[config.mk]
export PLATFORM = sky130hd
export DESIGN_NAME = alu_arbiter_flat
export DESIGN_NICKNAME = d
export VERILOG_FILES = /design/src/rtl/alu_arbiter_if.sv /design/src/rtl/alu_arbiter.sv /design/src/flat_wrapper.sv
export SDC_FILE = /design/constraint.sdc
export NUM_CORES = 1
export LEC_CHECK = 0
export BUFFER_PORTS_ARGS = -buffer_cell sky130_fd_sc_hd__buf_2
export CORE_AREA = 2 2 114 116
export CTS_BUF_LIST = sky130_fd_sc_hd__clkbuf_4 sky130_fd_sc_hd__clkbuf_8
export DETAILED_ROUTE_END_ITERATION = 8
export DIE_AREA = 0 0 116 118
export GPL_ROUTABILITY_DRIVEN = 0
export GPL_TIMING_DRIVEN = 0
export PLACE_DENSITY_LB_ADDON = 0.1
export REMOVE_ABC_BUFFERS = 1
export SYNTH_ARGS = -nofsm -noshare
export SYNTH_HDL_FRONTEND = slang
export SYNTH_SLANG_ARGS = --single-unit
[constraint.sdc]
create_clock -name clk -period 3.8 [get_ports clk]
set_input_delay 0.19 -clock clk [delete_from_list [all_inputs] [get_ports clk]]
set_output_delay 0.19 -clock clk [all_outputs]
set_load 0.01 [all_outputs]
[src/rtl/alu_arbiter_if.sv]
// alu_arbiter_if -- bundle of the two request channels, the ALU-side
// operand/result wires and the response channel of alu_arbiter.
//   slave  : the arbiter's view (accepts requests, drives ALU and response)
//   master : the environment's view (issue logic, ALU, result consumer)
// Signals:
//   reqN_valid/reqN_ready, reqN_rs/rt/shamt/funct  requester N (N = 0, 1)
//   alu_rs/alu_rt/alu_shamt/alu_funct -> ALU, alu_rd <- ALU
//   resp_valid/resp_ready, resp_id, resp_rd, resp_err  result channel
interface alu_arbiter_if #(
  parameter int DATA_W  = 32,
  parameter int SHAMT_W = 5,
  parameter int FUNCT_W = 6
);
  logic               req0_valid, req0_ready;
  logic [DATA_W-1:0]  req0_rs, req0_rt;
  logic [SHAMT_W-1:0] req0_shamt;
  logic [FUNCT_W-1:0] req0_funct;
  logic               req1_valid, req1_ready;
  logic [DATA_W-1:0]  req1_rs, req1_rt;
  logic [SHAMT_W-1:0] req1_shamt;
  logic [FUNCT_W-1:0] req1_funct;
  logic [DATA_W-1:0]  alu_rs, alu_rt, alu_rd;
  logic [SHAMT_W-1:0] alu_shamt;
  logic [FUNCT_W-1:0] alu_funct;
  logic               resp_valid, resp_ready, resp_id, resp_err;
  logic [DATA_W-1:0]  resp_rd;

  modport slave (
    input  req0_valid, req0_rs, req0_rt, req0_shamt, req0_funct,
    input  req1_valid, req1_rs, req1_rt, req1_shamt, req1_funct,
    output req0_ready, req1_ready,
    output alu_rs, alu_rt, alu_shamt, alu_funct,
    input  alu_rd,
    output resp_valid, resp_id, resp_rd, resp_err,
    input  resp_ready
  );

  modport master (
    output req0_valid, req0_rs, req0_rt, req0_shamt, req0_funct,
    output req1_valid, req1_rs, req1_rt, req1_shamt, req1_funct,
    input  req0_ready, req1_ready,
    input  alu_rs, alu_rt, alu_shamt, alu_funct,
    output alu_rd,
    input  resp_valid, resp_id, resp_rd, resp_err,
    output resp_ready
  );
endinterface

[src/rtl/alu_arbiter.sv]
// alu_arbiter -- shares one combinational ALU between two requesters.
// Round-robin grant in IDLE, one EXEC cycle driving the ALU from the
// operand registers, then RESP holds the captured result until accepted.
// Ports:
//   clk  rising-edge clock
//   rst  asynchronous active-high reset
//   bus  alu_arbiter_if.slave (request, ALU and response channels)
// Optional feature macro: ALU_ARB_BADOP_CHECK_EN -- when defined, a granted
// op with a funct other than add/sub/srl bypasses EXEC and responds with
// resp_rd = 0, resp_err = 1 one cycle earlier. When undefined every funct
// goes to the ALU and resp_err is always 0.
module alu_arbiter #(
  parameter int DATA_W  = 32,
  parameter int SHAMT_W = 5,
  parameter int FUNCT_W = 6
) (
  input logic           clk,
  input logic           rst,
  alu_arbiter_if.slave  bus
);
  typedef enum logic [1:0] {IDLE, EXEC, RESP} state_e;

  state_e             state_q, state_d;
  logic               rr_q, rr_d;        // preferred requester on contention
  logic               id_q, id_d;        // owner of the op in flight
  logic [DATA_W-1:0]  rs_q, rs_d, rt_q, rt_d;
  logic [SHAMT_W-1:0] shamt_q, shamt_d;
  logic [FUNCT_W-1:0] funct_q, funct_d;
  logic               resp_valid_q, resp_valid_d;
  logic [DATA_W-1:0]  resp_rd_q, resp_rd_d;
  logic               resp_err_q, resp_err_d;
  logic               gnt, gnt_id;

`ifdef ALU_ARB_BADOP_CHECK_EN
  localparam logic [FUNCT_W-1:0] FN_ADD = FUNCT_W'(6'b100000);
  localparam logic [FUNCT_W-1:0] FN_SUB = FUNCT_W'(6'b100010);
  localparam logic [FUNCT_W-1:0] FN_SRL = FUNCT_W'(6'b000010);
  logic [FUNCT_W-1:0] funct_sel;
  assign funct_sel = gnt_id ? bus.req1_funct : bus.req0_funct;
`endif

  always_comb begin
    state_d      = state_q;
    rr_d         = rr_q;
    id_d         = id_q;
    rs_d         = rs_q;
    rt_d         = rt_q;
    shamt_d      = shamt_q;
    funct_d      = funct_q;
    resp_valid_d = resp_valid_q;
    resp_rd_d    = resp_rd_q;
    resp_err_d   = resp_err_q;
    gnt          = 1'b0;
    gnt_id       = rr_q;
    case (state_q)
      IDLE: begin
        if (bus.req0_valid || bus.req1_valid) begin
          gnt = 1'b1;
          // rr pointer only matters when both ask
          gnt_id  = (bus.req0_valid && bus.req1_valid) ? rr_q : bus.req1_valid;
          rr_d    = ~gnt_id;
          id_d    = gnt_id;
          rs_d    = gnt_id ? bus.req1_rs    : bus.req0_rs;
          rt_d    = gnt_id ? bus.req1_rt    : bus.req0_rt;
          shamt_d = gnt_id ? bus.req1_shamt : bus.req0_shamt;
          funct_d = gnt_id ? bus.req1_funct : bus.req0_funct;
          resp_err_d = 1'b0;
          state_d    = EXEC;
`ifdef ALU_ARB_BADOP_CHECK_EN
          if (funct_sel != FN_ADD && funct_sel != FN_SUB && funct_sel != FN_SRL) begin
            state_d      = RESP;
            resp_valid_d = 1'b1;
            resp_rd_d    = '0;
            resp_err_d   = 1'b1;
          end
`endif
        end
      end
      EXEC: begin
        resp_rd_d    = bus.alu_rd;
        resp_valid_d = 1'b1;
        state_d      = RESP;
      end
      RESP: begin
        if (bus.resp_ready) begin
          resp_valid_d = 1'b0;
          state_d      = IDLE;
        end
      end
      default: state_d = IDLE;
    endcase
  end

  always_ff @(posedge clk or posedge rst) begin
    if (rst) begin
      state_q      <= IDLE;
      rr_q         <= 1'b0;
      id_q         <= 1'b0;
      rs_q         <= '0;
      rt_q         <= '0;
      shamt_q      <= '0;
      funct_q      <= '0;
      resp_valid_q <= 1'b0;
      resp_rd_q    <= '0;
      resp_err_q   <= 1'b0;
    end else begin
      state_q      <= state_d;
      rr_q         <= rr_d;
      id_q         <= id_d;
      rs_q         <= rs_d;
      rt_q         <= rt_d;
      shamt_q      <= shamt_d;
      funct_q      <= funct_d;
      resp_valid_q <= resp_valid_d;
      resp_rd_q    <= resp_rd_d;
      resp_err_q   <= resp_err_d;
    end
  end

  // Ready is the combinational grant; forced low while reset is held.
  assign bus.req0_ready = gnt && !gnt_id && !rst;
  assign bus.req1_ready = gnt &&  gnt_id && !rst;

  assign bus.alu_rs     = rs_q;
  assign bus.alu_rt     = rt_q;
  assign bus.alu_shamt  = shamt_q;
  assign bus.alu_funct  = funct_q;

  assign bus.resp_valid = resp_valid_q;
  assign bus.resp_id    = id_q;
  assign bus.resp_rd    = resp_rd_q;
`ifdef ALU_ARB_BADOP_CHECK_EN
  assign bus.resp_err   = resp_err_q;
`else
  assign bus.resp_err   = 1'b0;
  logic unused_err;
  assign unused_err = resp_err_q;
`endif
endmodule
[src/flat_wrapper.sv]
// flat-port wrapper written by rule: the top's interface ports become plain ports
module alu_arbiter_flat 
#(
  parameter int DATA_W  = 32,
  parameter int SHAMT_W = 5,
  parameter int FUNCT_W = 6
)
  (clk, rst, bus_req0_valid, bus_req0_rs, bus_req0_rt, bus_req0_shamt, bus_req0_funct, bus_req1_valid, bus_req1_rs, bus_req1_rt, bus_req1_shamt, bus_req1_funct, bus_req0_ready, bus_req1_ready, bus_alu_rs, bus_alu_rt, bus_alu_shamt, bus_alu_funct, bus_alu_rd, bus_resp_valid, bus_resp_id, bus_resp_rd, bus_resp_err, bus_resp_ready);
  alu_arbiter_if #(.DATA_W(DATA_W), .SHAMT_W(SHAMT_W), .FUNCT_W(FUNCT_W)) bus_i ();
  input logic clk;
  input logic rst;
  input wire logic [$bits(bus_i.req0_valid)-1:0] bus_req0_valid;
  input wire logic [$bits(bus_i.req0_rs)-1:0] bus_req0_rs;
  input wire logic [$bits(bus_i.req0_rt)-1:0] bus_req0_rt;
  input wire logic [$bits(bus_i.req0_shamt)-1:0] bus_req0_shamt;
  input wire logic [$bits(bus_i.req0_funct)-1:0] bus_req0_funct;
  input wire logic [$bits(bus_i.req1_valid)-1:0] bus_req1_valid;
  input wire logic [$bits(bus_i.req1_rs)-1:0] bus_req1_rs;
  input wire logic [$bits(bus_i.req1_rt)-1:0] bus_req1_rt;
  input wire logic [$bits(bus_i.req1_shamt)-1:0] bus_req1_shamt;
  input wire logic [$bits(bus_i.req1_funct)-1:0] bus_req1_funct;
  output wire logic [$bits(bus_i.req0_ready)-1:0] bus_req0_ready;
  output wire logic [$bits(bus_i.req1_ready)-1:0] bus_req1_ready;
  output wire logic [$bits(bus_i.alu_rs)-1:0] bus_alu_rs;
  output wire logic [$bits(bus_i.alu_rt)-1:0] bus_alu_rt;
  output wire logic [$bits(bus_i.alu_shamt)-1:0] bus_alu_shamt;
  output wire logic [$bits(bus_i.alu_funct)-1:0] bus_alu_funct;
  input wire logic [$bits(bus_i.alu_rd)-1:0] bus_alu_rd;
  output wire logic [$bits(bus_i.resp_valid)-1:0] bus_resp_valid;
  output wire logic [$bits(bus_i.resp_id)-1:0] bus_resp_id;
  output wire logic [$bits(bus_i.resp_rd)-1:0] bus_resp_rd;
  output wire logic [$bits(bus_i.resp_err)-1:0] bus_resp_err;
  input wire logic [$bits(bus_i.resp_ready)-1:0] bus_resp_ready;
  assign bus_i.req0_valid = bus_req0_valid;
  assign bus_i.req0_rs = bus_req0_rs;
  assign bus_i.req0_rt = bus_req0_rt;
  assign bus_i.req0_shamt = bus_req0_shamt;
  assign bus_i.req0_funct = bus_req0_funct;
  assign bus_i.req1_valid = bus_req1_valid;
  assign bus_i.req1_rs = bus_req1_rs;
  assign bus_i.req1_rt = bus_req1_rt;
  assign bus_i.req1_shamt = bus_req1_shamt;
  assign bus_i.req1_funct = bus_req1_funct;
  assign bus_req0_ready = bus_i.req0_ready;
  assign bus_req1_ready = bus_i.req1_ready;
  assign bus_alu_rs = bus_i.alu_rs;
  assign bus_alu_rt = bus_i.alu_rt;
  assign bus_alu_shamt = bus_i.alu_shamt;
  assign bus_alu_funct = bus_i.alu_funct;
  assign bus_i.alu_rd = bus_alu_rd;
  assign bus_resp_valid = bus_i.resp_valid;
  assign bus_resp_id = bus_i.resp_id;
  assign bus_resp_rd = bus_i.resp_rd;
  assign bus_resp_err = bus_i.resp_err;
  assign bus_i.resp_ready = bus_resp_ready;
  alu_arbiter #(.DATA_W(DATA_W), .SHAMT_W(SHAMT_W), .FUNCT_W(FUNCT_W)) u_core (.clk(clk), .rst(rst), .bus(bus_i));
endmodule
==> results.json, run 1 <==
{
  "status": "finished clean",
  "fin_crit_ns": 2.08,
  "drtAntennaViolNets": 0,
  "p_seq_share_pct": 38.9,
  "skew_ns": 0.0116,
  "p_sw_uw": 2030,
  "arrival_ns": 1.89,
  "drt_pass1_iterations": 4,
  "netlist_instances": 357,
  "synth_cell_types": 22,
  "finalSetupViolations": 0,
  "path_class": "in -> out",
  "dp_hpwl_mm": 10.0,
  "antenna_found_initial": 0,
  "path_cells": "dlygate4sd3_1, buf_2, inv_4, and4_1, buf_2",
  "crit_required_ns": 3.61,
  "die_w_um": 116,
  "ir_drop_mv": 0.288,
  "finalHoldViolCount": 0,
  "p_leak_uw": 0.00332,
  "avgViaCountPerCell": 5.19,
  "fillers": 1166,
  "cts_inserted_buffers": 9,
  "die_area_mm2": 0.0137,
  "clkPwrFrac_pct": 12.1,
  "finish.utilization_pct": 53.1,
  "die-height_um": 118,
  "p_sw_share_pct": 37.8,
  "syn_area_per_cell_um2": 13.5,
  "num_rows": 41,
  "first_global_vias": 4373,
  "clkSinkCount": 112,
  "worstSetupStartpointType": "input pin",
  "rsz0062_at_grt": "no",
  "clkSlewWorstSetupHoldPaths_ns": 0.11,
  "grt_max_degree": 79,
  "h-tree-depth": 3,
  "tightest_slew_ns": 0.966,
  "diodes": 0,
  "ioPinCount": 299,
  "instances_no_fill": 807,
  "clock-root-buffer": "clkbuf_8",
  "crit_path_max_incr_delay_ns": 0.56,
  "cts_tree": "built",
  "ys_seq_area_share_pct": 58.2,
  "drive_gt1_share_pct": 55.9,
  "port_buffers": 297,
  "clock_path_buffers": 2,
  "core_mm2": 0.0124,
  "max_freq_ghz": 0.480,
  "cap_violations": 0,
  "slowest_stage": "inv_4",
  "timing.final.crit_share_pct": 54.8,
  "area_delta_synth_final_pct": 36.8,
  "synth_warnings": 0,
  "crit_top_cell": "buf_2",
  "clock_latency_ns": 0.37,
  "combPwrFrac_pct": 49.0,
  "drtIter0Drc": 209,
  "power.density_mw_per_mm2": 814,
  "grt_pass1_wl_mm": 22.4,
  "hold_path_class": "in -> reg",
  "synth_area_mm2": 0.00481,
  "power.internal_uw": 3330,
  "grt-ovfl-total": 0,
  "start_util_pct": 38.8,
  "end_kind": "output pin",
  "ys_ff_latch": 112,
  "final_nets": 817,
  "layout_common_cells": "buf_2, dfrtp_1, o21a_1, a221o_1, mux2_2",
  "wl_per_cell_um": 17.9,
  "drc": 0,
  "dp.cells": 790,
  "worst-path-max-fanout": 63,
  "layout_commonest_cell": "buf_2",
  "wirelength_mm": 14.4,
  "slew_viol_final": 0,
  "vias": 4186,
  "grtUsageTotal_pct": 20.9,
  "slew_headroom_pct": 35.6
}
[final timing paths]
kind                                          end  slack, ns              startpoint  cells past startpoint
min in group asynchronous      u_core.bus.resp_id       0.53                     rst                      3
setup reg to reg            u_core.bus.alu_rt[30]       1.89       u_core.state_q[1]                      3
setup / recovery                   bus_req0_ready       1.72                     rst                      5
max in group asynchronous    u_core.bus.alu_rt[5]       2.54                     rst                      4
hold reg to reg            u_core.bus.resp_rd[25]       0.51  u_core.bus.resp_rd[25]                      1
hold / removal               u_core.bus.alu_rt[2]       0.04          bus_req1_rt[2]                      2
[logic make-up (layout without fill, tap and decap cells)]
group / Yosys count / in the layout / synth area share (%)
AO/OA/AOI/OAI: 154 / 154 / 27.7
AND/OR/NAND/NOR: 17 / 17 / 1.90
flip-flops: 112 / 112 / 58.2
other: 1 / 1 / 0.0779
multiplexers: 32 / 32 / 7.49
buffers and inverters: 41 / 319 / 4.60
[cell type report]
cell class	instances	area (um2)	area share, %
clock buffers	9	124	1.88
clock inverters	7	46.3	0.703
inverters	2	10.0	0.152
multi-input cells	204	1820	27.6
flip-flops and latches	112	2800	42.6
well taps	172	215	3.27
repair buffers	301	1570	23.9
[worst max-delay path, delay by kind of cell]
| kind | cells | cell delay [ns] |
|---|---|---|
| buffers and inverters | 4 | 1.37 |
| and+or+nand+nor | 1 | 0.31 |
[repair_timing]
item / 4_1_cts / 5_1_grt
hold buffers: 1 / 0
endpoints found under the hold margin: 39 / 0
gates resized for setup: 0 / 0
buffers inserted: 0 / 0
[sequential cells by signal (all words and copies together), names as in the netlist]
signal and cells:
u_core.bus.alu_rt 32, u_core.state_q 2, u_core.rr_q 1, u_core.bus.alu_rs 32, u_core.bus.resp_valid 1, u_core.bus.resp_id 1
u_core.bus.resp_rd 32, u_core.bus.alu_shamt 5, u_core.bus.alu_funct 6
[through the flow]
step	setup slack (ns)	hold WS, ns	setup TNS [ns]	total power [uW]	area [um2]
finish	1.72	0.0391	0	5360	6590
global route	1.55	0.0230	0	5750	6590
CTS	1.67	0.0182	0	5430	6590
detailed placement	1.93	0.404	0	4770	6410
global placement	-1.22	0.419	-160.83	4710	6300
floorplan	0.543	0.335	0	3690	4600
[cells in the mapped netlist, drive strengths merged]
cell type / n / area share [%]
nor3b: 1 / 0.16
nand2: 3 / 0.23
inv: 2 / 0.16
nor2b: 1 / 0.13
o21ai: 2 / 0.21
buf: 24 / 3.3
mux2: 32 / 7.5
nor2: 4 / 0.31
conb: 1 / 0.078
nand2b: 2 / 0.26
a221o: 75 / 16
and4: 1 / 0.18
a21oi: 2 / 0.21
o21a: 75 / 12
nand3: 1 / 0.10
dfrtp: 112 / 58
and3: 2 / 0.26
or2: 2 / 0.26
clkbuf: 15 / 1.2
[power by group through the flow]
| stage | logic, uW | registers [uW] | clock network [uW] |
|---|---|---|---|
| after floorplan | 1320 | 2370 | 0 |
| after CTS | 2670 | 2090 | 680 |
| after detailed placement | 2670 | 2100 | 0 |
| after global routing | 2860 | 2160 | 725 |
| final | 2630 | 2090 | 650 |
| after global placement | 2630 | 2080 | 0 |
[routing by layer]
metal  GRT usage, %  share of wire (%)  wire length (um)  vias to the layer above
li1               -                  -                 -                     1932
met1           24.2                 39              5610                     2010
met2           36.5                 49              7120                      221
met3           5.82                9.6              1380                       23
met4           7.66                2.2               315                        0
met5              0                  0                 0                        -
No activity file was read; power rests on OpenSTA's default activity.
==> inputs of run 2 (changes only) <==
clock period = 2.1 ns   (was 3.8 ns; I/O delays follow)
==> run 2 against run 1 <==
Synthesized area unchanged; the flow now stops in 4_1_cts; synthesized cell count unchanged.
==> results.json, run 2 <==
{
  "die-height_um": 118,
  "synth-simple-area-share_pct": 1.90,
  "start_util_pct": 38.8,
  "yosys.area.top_type": "dfrtp_1",
  "status": "stopped before the end",
  "synth_area_leaders": "dfrtp_1, a221o_1, o21a_1",
  "synth_area_mm2": 0.00481,
  "synth-main-ff-cell": "dfrtp_1",
  "synthAdderAreaFrac_pct": 0,
  "synth_compound_area_share_pct": 27.7,
  "ys_async_sr_fraction_pct": 100,
  "postCtsSetupBuffers": 0,
  "muxShareOfSynthArea_pct": 7.49,
  "h-tree-depth": 3,
  "clock_path_buffers": 2,
  "ys_seq_area_share_pct": 58.2,
  "synth_top_family_by_area": "compound AO/OA/AOI/OAI gates",
  "ys_ff_latch": 112,
  "synth_cell_types": 22,
  "synth_xor_area_share_pct": 0,
  "cts_resized": 0,
  "haltStage": "4_1_cts",
  "dp_worst_setup_slack_ns": 0.226,
  "stop_error": "[ERROR RSZ-0060] Max buffer count reached.",
  "ioPinCount": 299,
  "synth_warnings": 0,
  "synth-edff-count": 0,
  "cts_hold_buffers": 162,
  "synth_common_cells": "dfrtp_1, a221o_1, o21a_1, mux2_2",
  "die_w_um": 116,
  "synth.most_common_cell": "dfrtp_1",
  "cts_inserted_buffers": 9,
  "port_buffers": 297,
  "synth_top_area_share_pct": 58.2,
  "dp_hpwl_mm": 10.0,
  "netlist_instances": 357,
  "num_rows": 41,
  "clock-root-buffer": "clkbuf_8",
  "syn_area_per_cell_um2": 13.5,
  "clkSinkCount": 112
}
-- run 2: cell counts after synthesis --
Identical to the previous run, type by type.
-- run 2: kinds of logic after synthesis --
kind of cell	count (synthesis)
compound gates	154
buf+inv	41
flops	112
mux	32
other cells	1
simple gates	17
-- run 2: metrics by stage --
step	cell area, um2	util (%)	TNS, ns	cells	hold slack (ns)
2_1_floorplan	4600	-	-186.28	318	0.250
3_3_place_gp	6300	50.8	-499.02	787	0.334
3_5_place_dp	6410	51.6	0	790	0.319
==> inputs of run 3 (changes only) <==
CORE_AREA = 2 2 116 118   (was 2 2 114 116)
CTS_BUF_LIST = not set   (was sky130_fd_sc_hd__clkbuf_4 sky130_fd_sc_hd__clkbuf_8)
DIE_AREA = 0 0 118 120   (was 0 0 116 118)
PLACE_DENSITY_LB_ADDON = 0.15   (was 0.1)
==> run 3 against run 2 <==
The run again fails in 4_1_cts; synthesized cell count is the same; synthesized area is the same.
==> results.json, run 3 <==
{
  "dpl_cell_area_mm2": 0.00644,
  "netlist_instances": 357,
  "ys_seq_area_share_pct": 58.2,
  "cts_resized": 0,
  "port_buffers": 297,
  "status": "stopped before the end",
  "clock_path_buffers": 2,
  "synth_area_leaders": "dfrtp_1, a221o_1, o21a_1",
  "dp_hpwl_mm": 10.5,
  "synth.most_common_cell": "dfrtp_1",
  "die_w_um": 118,
  "synth_common_cells": "dfrtp_1, a221o_1, o21a_1, mux2_2",
  "synth_cell_types": 22,
  "yosys.area.top_type": "dfrtp_1",
  "syn_area_per_cell_um2": 13.5,
  "num_rows": 42,
  "clkSinkCount": 112,
  "ys_async_sr_fraction_pct": 100,
  "synth_warnings": 0,
  "cts_hold_buffers": 163,
  "synth_top_area_share_pct": 58.2,
  "stop_error": "[ERROR RSZ-0060] Max buffer count reached.",
  "synth_area_mm2": 0.00481,
  "die-height_um": 120,
  "postCtsSetupBuffers": 0,
  "clock-root-buffer": "clkbuf_16",
  "ys_ff_latch": 112,
  "h-tree-depth": 3,
  "start_util_pct": 37.1,
  "haltStage": "4_1_cts",
  "synth-edff-count": 0,
  "synth-main-ff-cell": "dfrtp_1",
  "cts_inserted_buffers": 9,
  "ioPinCount": 299
}
run 3: cell counts after synthesis:
No cell type changed its count.
run 3: cells by family after synthesis:
family / count (synthesis) / synth area share, %
buffers and inverters: 41 / 4.60
muxes: 32 / 7.49
AOI/OAI and AO/OA: 154 / 27.7
and+or+nand+nor: 17 / 1.90
DFF: 112 / 58.2
other: 1 / 0.0779
run 3: stage by stage:
stage	hold slack [ns]	instances	setup slack, ns	setup TNS [ns]
after global placement	0.335	791	-2.69	-490.07
after detailed placement	0.256	796	0.0971	0
after floorplan	0.250	318	-0.987	-186.28
